File: config.mk
export PLATFORM = sky130hd
export DESIGN_NAME = cnt_sched
export DESIGN_NICKNAME = d
export VERILOG_FILES = /design/src/rtl/cnt_sched_pkg.sv /design/src/rtl/cnt_sched.sv
export SDC_FILE = /design/constraint.sdc
export NUM_CORES = 1
export LEC_CHECK = 0
export ABC_AREA = 1
export ABC_CLOCK_PERIOD_IN_PS = 4350
export CAP_MARGIN = 5
export CORE_AREA = 5 5 83 85
export CTS_BUF_LIST = sky130_fd_sc_hd__clkbuf_8
export DETAILED_ROUTE_END_ITERATION = 7
export DIE_AREA = 0 0 88 90
export PLACE_DENSITY = 0.65
export SYNTH_ARGS = -nofsm -noshare
export SYNTH_HDL_FRONTEND = slang
export SYNTH_SLANG_ARGS = --single-unit
File: constraint.sdc
create_clock -name clk -period 4.35 [get_ports clk]
set_input_delay 0.87 -clock clk [delete_from_list [all_inputs] [get_ports clk]]
set_output_delay 0.87 -clock clk [all_outputs]
set_load 0.02 [all_outputs]
File: src/rtl/cnt_sched_pkg.sv
// ============================================================================
// cnt_sched_pkg : state encoding shared by the interval-timer controller
// Revision 1.0
// ============================================================================
`default_nettype none

package cnt_sched_pkg;

   typedef enum logic [1:0] {
      ST_IDLE = 2'd0,
      ST_ARM  = 2'd1,
      ST_RUN  = 2'd2,
      ST_DONE = 2'd3
   } state_t;

endpackage

`default_nettype wire

File: src/rtl/cnt_sched.sv
// ============================================================================
// cnt_sched : interval-timer controller sequencing an external up-counter
// Revision 1.0
// ============================================================================
`default_nettype none

module cnt_sched
   import cnt_sched_pkg::*;
#(
   parameter int N = 8,
   parameter int P = 16
)(
   input  logic         clk,
   input  logic         rst,
   input  logic         start,
   input  logic         stop,
   input  logic         periodic,
   input  logic [P-1:0] prescale,
   input  logic [N-1:0] period,
   input  logic [N-1:0] cnt_q,
   output logic         cnt_en,
   output logic         cnt_clr,
   output logic         busy,
   output logic         tick,
   output logic         done
);

   state_t       state, state_nx;
   logic [P-1:0] pre_q;
   logic [P-1:0] sh_pre;
   logic [N-1:0] sh_per;
   logic         sh_mode;
   logic         step;
   logic         expire;

   assign step   = (state == ST_RUN) && (pre_q == sh_pre);
   assign expire = step && (cnt_q == sh_per);

   always_ff @(posedge clk or posedge rst) begin
      if (rst) begin
         state   <= ST_IDLE;
         pre_q   <= '0;
         sh_pre  <= '0;
         sh_per  <= '0;
         sh_mode <= 1'b0;
      end else begin
         state <= state_nx;
         if (start && !stop) begin
            sh_pre  <= prescale;
            sh_per  <= period;
            sh_mode <= periodic;
         end
         if ((state == ST_RUN) && !step)
            pre_q <= pre_q + 1'b1;
         else
            pre_q <= '0;
      end
   end

   always_comb begin
      state_nx = state;
      cnt_en   = 1'b0;
      cnt_clr  = 1'b0;
      busy     = 1'b0;
      tick     = 1'b0;
      done     = 1'b0;
      case (state)
         ST_IDLE: begin
            cnt_clr = 1'b1;
         end
         ST_ARM: begin
            cnt_clr  = 1'b1;
            busy     = 1'b1;
            state_nx = ST_RUN;
         end
         ST_RUN: begin
            busy = 1'b1;
            // On expiry the clear takes the place of the step, so the counter never wraps.
            cnt_en  = step && !expire;
            tick    = expire;
            cnt_clr = expire;
            if (expire && !sh_mode)
               state_nx = ST_DONE;
         end
         ST_DONE: begin
            done    = 1'b1;
            cnt_clr = 1'b1;
         end
         default: state_nx = ST_IDLE;
      endcase
      if (start)
         state_nx = ST_ARM;
      if (stop)
         state_nx = ST_IDLE;
   end

endmodule

`default_nettype wire

==> flow_summary.yaml <==
timing:
  fmax_ghz: 0.292
  fin_setup_tns_ns: 0
  maxSlewHeadroom_pct: 33.3
  finalCritPeriodShare_pct: 78.8
  setup_viol: 0
  clock_skew_ns: 0.00990
  hold_viol_final: 0
  slew_viol_final: 0
  min_period_ns: 3.43
  tightestPinTransition_ns: 0.999
  rsz0062_at_grt: "no"
route:
  drtIter0Drc: 23
  m1WireLength_um: 1900
  drtPass1Iterations: 2
  routed_wl_um: 4440
  wl_met2_um: 2190
  num_vias: 1730
  routed.top_layer: "met4"
  antenna_left: 0
  via_per_inst: 4.63
  dr_wl_met3_um: 313
  route.detailed.drc: 0
  wl_per_cell_um: 11.9
place:
  io_buffer_count: 41
  place.gp.congestion: 0.787
  dp_cells: 366
  placed_area_um2: 2770
  dpl.hpwl_um: 3300
global_route:
  grt_pass1_vias: 1801
  grt_pass1_wl_um: 7610
  grt_antenna_before_repair: 0
  overflow: 0
  grt.total_usage_pct: 12.0
  grt_max_degree: 44
cts:
  clk_pin_slew_ns: 0.08
  ctsHoldBuffers: 0
  cts_tree: "done"
  cts.sinks: 43
  cts_root_buffer: "clkbuf_8"
  numCtsBuffers: 5
  post_cts_resize_count: 0
  h-tree-depth: 2
  clkLatencyLatePin_ns: 0.30
  ctsLongestPathBuffers: 2
  post-cts-setup-buffers: 0
floorplanning:
  dieWidth_um: 88
  start_util_pct: 36.9
  ios: 42
  fp.dieH_um: 90
  die-area_um2: 7920
  rows: 29
  fp.coreArea_um2: 6130
hold_path:
  hold_path.startpoint: "pre_q[0]"
  hold_depth: 1
  min_path_type: "register to register"
  hold_end: "pre_q[0]"
synth:
  synth_cells: 250
  post-synth-top-area-cell: "dfrtp_1"
  synth_area_um2: 2260
  postSynth.asyncResetShare_pct: 100
  yosysSeqAreaShare_pct: 47.5
  synth.area.top_cells: "dfrtp_1, mux2_2, nand2_1"
  yosysUniqueCellTypes: 29
  ys.flop_type: "dfrtp_1"
  synth_warnings: 0
  synth.avg_cell_area_um2: 9.06
  synth_edf_count: 0
  yosysMostFrequentCell: "nand2_1"
  synth_top_area_share_pct: 47.5
  ys_seq_elements: 43
  synth_top_cells_by_count: "nand2_1, dfrtp_1, nor2_1"
  syn_nets: 291
critical_path:
  r2r-end: "pre_q[12]"
  path_max_fanout: 3
  path_class: "input pin to primary output"
  end_kind: "primary output"
  rrSetupSlack_ns: 2.50
  rr_worst_depth: 11
  crit_path_start_kind: "input pin"
  rr_startpoint: "pre_q[5]"
  arrival_ns: 2.56
  crit_required_ns: 3.48
power:
  clkPwrFrac_pct: 35.4
  leakagePower_uw: 0.00127
  intPower_uw: 709
  irDropWorstVdd_mv: 0.183
  seqPwrFrac_pct: 49.0
  powerDensity_nw_per_um2: 324
  switchingPower_uw: 226
  swShare_pct: 24.1
  p_comb_share_pct: 15.7
final_layout:
  layout-drive-gt1-share_pct: 14.5
  fin_nets: 337
  fin_util_pct: 47.1
  design_area_um2: 2890
  diodes: 0
  stdcell_count: 374
  area_growth_pct: 27.6
flow_run:
  drv_cap: 0
outcome:
  status: "finished clean"
[flip-flops by register name (all words and copies together) (netlist names)]
name and cells:
pre_q 16, sh_mode 1, sh_per 8, sh_pre 16, state 2
[logic make-up (layout without fill, tap and decap cells)]
family,Yosys count,count (layout),synth area share (%)
flops,43,43,47.5
xor+xnor,23,23,8.89
buf+inv,35,82,5.97
fa+ha+maj,4,4,2.21
simple gates,114,114,23.0
compound gates,12,12,2.93
mux,19,19,9.45
[power by group through the flow]
stage | clock, uW | combinational, uW | sequential [uW]
2_1_floorplan | 0 | 95.1 | 460
3_3_place_gp | 0 | 146 | 466
3_5_place_dp | 0 | 150 | 467
4_1_cts | 343 | 150 | 459
5_1_grt | 358 | 166 | 463
6_report | 331 | 147 | 458
[worst max path at each step]
stage / start / slack, ns / end
5_1_grt: cnt_q[4] / 0.73 / cnt_clr
6_report: cnt_q[6] / 0.92 / cnt_clr
3_3_place_gp: cnt_q[4] / 0.92 / cnt_clr
4_1_cts: cnt_q[6] / 0.87 / cnt_clr
3_5_place_dp: cnt_q[6] / 0.88 / cnt_clr
2_1_floorplan: cnt_q[3] / 1.83 / cnt_en
[final cells by class]
| class | instances | area, um^2 |
|---|---|---|
| fillers | 599 | 3240 |
| clock inverters | 2 | 38.8 |
| repair buffers | 43 | 425 |
| inverters | 31 | 116 |
| well taps | 77 | 96.3 |
| clock buffers | 6 | 82.6 |
| multi-input cells | 172 | 1050 |
| flip-flops and latches | 43 | 1080 |
[placed cells by master (no fill, tap or decap), types with 2 or more instances in the layout]
master | synthesis | layout
nand2_1 | 47 | 47
dfrtp_1 | 43 | 43
clkdlybuf4s50_1 | 0 | 41
nor2_1 | 37 | 37
inv_1 | 27 | 27
mux2_2 | 19 | 19
xnor2_1 | 13 | 13
xor2_1 | 10 | 10
a21oi_1 | 9 | 9
nor3_1 | 9 | 9
clkbuf_8 | 0 | 6
nand3_1 | 5 | 5
inv_2 | 4 | 4
ha_1 | 4 | 4
nand4_1 | 3 | 3
nor2_2 | 2 | 2
nor3b_1 | 2 | 2
nor4_1 | 2 | 2
buf_4 | 1 | 2
[worst max-delay path: stages]
cell and delay, ns:
clkdlybuf4s50_1 0.42, xor2_1 0.14, nor2_1 0.10, nand2_1 0.05, nor2_1 0.21, nand2_1 0.11
nand2_1 0.07, clkdlybuf4s50_1 0.59
[metal layers]
layer	up-vias	global-route usage, %
met5	-	0
met4	0	3.45
met3	4	4.75
met2	38	21.0
met1	809	13.2
li1	879	-
[metrics by stage]
step / setup WS [ns] / hold slack (ns) / total power, uW
after floorplan: 1.83 / 0.471 / 555
after global placement: 0.915 / 0.497 / 612
after detailed placement: 0.879 / 0.515 / 616
after CTS: 0.875 / 0.531 / 952
after global routing: 0.730 / 0.549 / 988
final: 0.922 / 0.526 / 935
(Power assumes the default switching activity.)
